File: src/rtl/dmem_arb_pkg.sv
// Shared types for the data-memory arbiter.
// FSM state encoding and requester port ids.
package dmem_arb_pkg;

    typedef logic [1:0] state_t;

    localparam state_t IDLE   = 2'd0;
    localparam state_t ACCESS = 2'd1;
    localparam state_t RESP   = 2'd2;

    localparam logic PORT0 = 1'b0;
    localparam logic PORT1 = 1'b1;

endpackage

File: src/rtl/dmem_arb_pick.sv
// Two-way request pick for the data-memory arbiter.
// Tie policy: round-robin when DMEM_ARB_RR_EN is defined, else fixed.
module dmem_arb_pick
    import dmem_arb_pkg::*;
#(
    parameter int FIXED_PRIO_PORT = 0
) (
`ifdef DMEM_ARB_RR_EN
    input  logic clk,
`endif
    input  logic rst,
    input  logic en,
    input  logic req0,
    input  logic req1,
    output logic gnt0,
    output logic gnt1
);

    logic tie_win;
    logic win;

`ifdef DMEM_ARB_RR_EN
    logic last_q;

    // Remember the last granted port; reset value lets port 0 win first.
    always_ff @(posedge clk) begin
        if (rst) begin
            last_q <= PORT1;
        end else if (gnt0 | gnt1) begin
            last_q <= gnt1;
        end
    end

    assign tie_win = ~last_q;
`else
    assign tie_win = (FIXED_PRIO_PORT != 0) ? PORT1 : PORT0;
`endif

    // Select the winning port among the active requests.
    always_comb begin
        win = PORT0;
        unique case (1'b1)
            req0 & req1:  win = tie_win;
            req1 & ~req0: win = PORT1;
            default:      win = PORT0;
        endcase
    end

    assign gnt0 = ~rst & en & req0 & (win == PORT0);
    assign gnt1 = ~rst & en & req1 & (win == PORT1);

endmodule

File: src/rtl/dmem_arbiter.sv
// Two-port arbiter/sequencer in front of the single-port data memory.
// Tie policy selected by DMEM_ARB_RR_EN (round-robin) else fixed priority.
module dmem_arbiter
    import dmem_arb_pkg::*;
#(
    parameter int ADDR_W          = 32,
    parameter int DATA_W          = 32,
    parameter int FIXED_PRIO_PORT = 0
) (
    input  logic              clk,
    input  logic              rst,
    input  logic              m0_req,
    input  logic              m0_we,
    input  logic [ADDR_W-1:0] m0_addr,
    input  logic [DATA_W-1:0] m0_wdata,
    output logic              m0_gnt,
    output logic              m0_rvalid,
    output logic [DATA_W-1:0] m0_rdata,
    input  logic              m1_req,
    input  logic              m1_we,
    input  logic [ADDR_W-1:0] m1_addr,
    input  logic [DATA_W-1:0] m1_wdata,
    output logic              m1_gnt,
    output logic              m1_rvalid,
    output logic [DATA_W-1:0] m1_rdata,
    output logic              mem_read,
    output logic              mem_write,
    output logic [ADDR_W-1:0] mem_addr,
    output logic [DATA_W-1:0] mem_wdata,
    input  logic [DATA_W-1:0] mem_rdata
);

    state_t            state_q;
    logic              owner_q;
    logic              we_q;
    logic [ADDR_W-1:0] addr_q;
    logic [DATA_W-1:0] wdata_q;
    logic [DATA_W-1:0] rdata_q;

    logic arb_en;
    logic gnt0;
    logic gnt1;
    logic in_access;
    logic in_resp;

    // Arbitration is allowed in IDLE and RESP, never during the access.
    assign arb_en    = (state_q != ACCESS);
    assign in_access = (state_q == ACCESS) & ~rst;
    assign in_resp   = (state_q == RESP) & ~rst;

    dmem_arb_pick #(
        .FIXED_PRIO_PORT(FIXED_PRIO_PORT)
    ) u_pick (
`ifdef DMEM_ARB_RR_EN
        .clk (clk),
`endif
        .rst (rst),
        .en  (arb_en),
        .req0(m0_req),
        .req1(m1_req),
        .gnt0(gnt0),
        .gnt1(gnt1)
    );

    assign m0_gnt = gnt0;
    assign m1_gnt = gnt1;

    assign mem_read  = in_access & ~we_q;
    assign mem_write = in_access & we_q;
    assign mem_addr  = in_access ? addr_q : '0;
    assign mem_wdata = in_access ? wdata_q : '0;

    assign m0_rvalid = in_resp & (owner_q == PORT0);
    assign m1_rvalid = in_resp & (owner_q == PORT1);
    assign m0_rdata  = m0_rvalid ? rdata_q : '0;
    assign m1_rdata  = m1_rvalid ? rdata_q : '0;

    // Sequencer: latch the winner, access memory once, then respond.
    always_ff @(posedge clk) begin
        if (rst) begin
            state_q <= IDLE;
            owner_q <= PORT0;
            we_q    <= 1'b0;
            addr_q  <= '0;
            wdata_q <= '0;
            rdata_q <= '0;
        end else begin
            unique case (state_q)
                IDLE, RESP: begin
                    if (gnt0 | gnt1) begin
                        owner_q <= gnt1;
                        we_q    <= gnt1 ? m1_we : m0_we;
                        addr_q  <= gnt1 ? m1_addr : m0_addr;
                        wdata_q <= gnt1 ? m1_wdata : m0_wdata;
                        state_q <= ACCESS;
                    end else begin
                        state_q <= IDLE;
                    end
                end
                ACCESS: begin
                    rdata_q <= we_q ? '0 : mem_rdata;
                    state_q <= RESP;
                end
                default: state_q <= IDLE;
            endcase
        end
    end

endmodule

File: config.mk
export PLATFORM = sky130hd
export DESIGN_NAME = dmem_arbiter
export DESIGN_NICKNAME = d
export VERILOG_FILES = /design/src/rtl/dmem_arb_pkg.sv /design/src/rtl/dmem_arb_pick.sv /design/src/rtl/dmem_arbiter.sv
export SDC_FILE = /design/constraint.sdc
export NUM_CORES = 1
export LEC_CHECK = 0
export CAP_MARGIN = 20
export CORE_AREA = 2 2 118 120
export CTS_BUF_LIST = sky130_fd_sc_hd__clkbuf_8
export DETAILED_ROUTE_END_ITERATION = 10
export DIE_AREA = 0 0 120 122
export DONT_BUFFER_PORTS = 1
export PLACE_DENSITY = 0.54
export SYNTH_ARGS = -nofsm -noshare
export SYNTH_HDL_FRONTEND = slang
export SYNTH_HIERARCHICAL = 1
export SYNTH_SLANG_ARGS = --single-unit
export TNS_END_PERCENT = 10
File: constraint.sdc
create_clock -name clk -period 1.9 [get_ports clk]
set_input_delay 0.19 -clock clk [delete_from_list [all_inputs] [get_ports clk]]
set_output_delay 0.19 -clock clk [all_outputs]
set_load 0.05 [all_outputs]
==> flow_summary.ini <==
[floorplanning]
core_area_um2 = 13500
die_h_um = 122
num_rows = 43
dieArea_um2 = 14600
initial_utilization = 0.343
io_pins = 300
die_w_um = 120

[timing]
layout_min_cycle_time_ns = 1.87
skew_ns = 0.0110
hold_viol = 0
rsz0062_at_grt = true
final_max_slew_viol_count = 0
max_freq_ghz = 0.535
relSlewSlack = 0.752
holdWs_ns = 0.0191
setup_viol_count_final = 0
worstMarginPinSlew_ns = 0.372
fin_crit_sh = 0.984

[placement]
port_buffers = 0
hpwl_um = 10600
dpl-instance-area_um2 = 7500
gp_congestion = 0.751

[cts]
htree_levels = 3
clk_path_buf_depth = 2
insertion_delay_ns = 0.36
cts.sinks = 100
clock-root-buffer = clkbuf_8
clk_pin_slew_worst_paths_ns = 0.09
cts_tree = built
cts_inserted_buffers = 9

[critical_path]
rrSetupSlack_ns = 0.31
slowest_stage = dfxtp_2
cp.required_ns = 1.71
critPathMaxFanout = 42
crit_path_frequent_cell = buf_12
arrival_ns = 1.68
cp-start-kind = register
slowest_delay_ns = 0.35
r2r_start = state_q[1]
endpoint_kind = output pin
critical_path_class = register to output pin
cp_cell_sequence = nand2b_4, buf_6, nor2_4, buf_12, and2_1, buf_12
crit_start = state_q[1]

[drt]
drcViolationCount = 0
routedWlPerCell_um = 19.3
ant_nets = 0
drtIter0Drc = 143
vias_per_cell = 5.09
dr.pass1.iters = 4
routed_wl_um = 15600
route.vias.total = 4132

[synth]
synth.net_count = 616
synthTopCellsByArea = dfxtp_1 43%, and2_1 17%, mux2i_1 14%
ys_top_cells_by_count = 129 x and2_1, 100 x dfxtp_1, 65 x mux2i_1, 65 x o2bb2ai_1, 32 x a22o_1
synth_seq_cells = 100
synth_cell_types = 22
syn-instance-count = 450
yosysWarnings = 6
synth_edf_count = 0
async_flop_share = 0
synth_top_cell_area_share = 0.432
syn_area_per_cell_um2 = 10.3
yosysSeqAreaShare = 0.432
yosysTopAreaCell = dfxtp_1
synthFlopType = dfxtp_1
synthMostInstantiatedCell = and2_1
synth_area_um2 = 4640

[grt]
grt.overflow.total = 0
antenna_found_initial = 0
grt_usage = 0.198
first_global_vias = 4244
grt_start_max_net_pins = 67
grt_pass1_wl_um = 22600

[layout]
seq_area_um2 = 2010
drive_gt1_frac = 0.353
fill_cells = 1036
area_growth_pct = 83.7
antenna_cells = 0
multi_input_area_um2 = 2600
fin_area_um2 = 8520
layout.nets = 792

[min_path]
min_from = m1_addr[26]
hp-class = input port to register

[run_status]
outcome = finished, final reports clean

[run]
cap_violations = 0

[pwr]
cellPowerDensity_nw_per_um2 = 521
max-vdd-ir-drop_mv = 0.369
power_leakage_nw = 3.22
==> layout make-up <==
cell class	count	share of cell area
Sequential cell	100	0.236
Multi-Input combinational cell	306	0.305
Clock buffer	10	0.0162
Clock inverter	6	0.00940
Timing Repair Buffer	207	0.407
Tap cell	180	0.0264
Inverter	2	0.000881
==> worst paths after layout <==
kind                    to  cells after the start
max          mem_wdata[20]                      6
min             addr_q[26]                      2
max reg2reg     addr_q[25]                      6
min reg2reg    wdata_q[29]                      1
==> registers in the layout, summed over array words and instances, names as in the netlist <==
name	cells
addr_q	32
rdata_q	32
wdata_q	32
state_q	2
owner_q	1
we_q	1
==> critical path: cells and delay by family, from the launching register on <==
kind / cells / cell delay (ns)
buffers and inverters: 3 / 0.48
DFF: 1 / 0.35
and+or+nand+nor: 3 / 0.48
==> layout by cell type (no fill, tap or decap), types with 2 or more instances in the layout <==
cell	netlist	layout
inv_1	2	4
mux2i_1	65	65
clkbuf_16	0	3
buf_4	5	7
buf_6	0	4
dlygate4sd3_1	0	57
o2bb2ai_1	65	65
nor2_4	0	3
bufinv_16	0	2
dfxtp_1	100	98
a22o_1	32	32
clkbuf_8	0	10
buf_12	0	136
and2_4	0	45
and2_1	129	84
==> power by group <==
part / leakage (nW) / switching (mW) / internal, mW
Sequential: 0.818 / 0.0787 / 2.23
Clock: 0.115 / 0.723 / 0.767
Combinational: 2.29 / 0.321 / 0.323
==> stage by stage <==
step / cells / TNS (ns) / worst slack (ns) / power [mW] / utilization
2_1_floorplan: 450 / 0 / 0.0570 / 2.69 / -
5_1_grt: 811 / -2.58 / -0.0628 / 4.64 / 0.631
3_3_place_gp: 734 / 0 / 0.273 / 2.86 / 0.555
3_5_place_dp: 734 / 0 / 0.213 / 2.88 / 0.555
6_report: 811 / 0 / 0.0302 / 4.44 / 0.631
4_1_cts: 807 / -5.38 / -0.0772 / 4.50 / 0.615
==> kinds of logic (layout without fill, tap and decap cells) <==
group                  Yosys count  count (layout)  share of synthesized area
AO/OA/AOI/OAI                  101             101                      0.189
flip-flops                     100             100                      0.432
buffers and inverters           44             225                     0.0475
AND/OR/NAND/NOR                140             140                      0.192
multiplexers                    65              65                      0.140
==> layer usage <==
| layer | wire length, µm | global-route usage | up-vias |
|---|---|---|---|
| met3 | 1170 | 0.0543 | 22 |
| met4 | 302 | 0.0750 | 0 |
| met2 | 8340 | 0.366 | 196 |
| met5 | 0 | 0 | - |
| met1 | 5800 | 0.215 | 1961 |
| li1 | - | - | 1953 |
==> timing repair <==
action	4_1_cts	5_1_grt
hold buffers	57	0
gates resized for setup	6	51
endpoints found under the setup margin	101	118
endpoints found under the hold margin	49	0
setup buffers	0	1
cloned	0	3
pin swaps	0	7
Note: power is estimated with default switching activity, not from simulation.
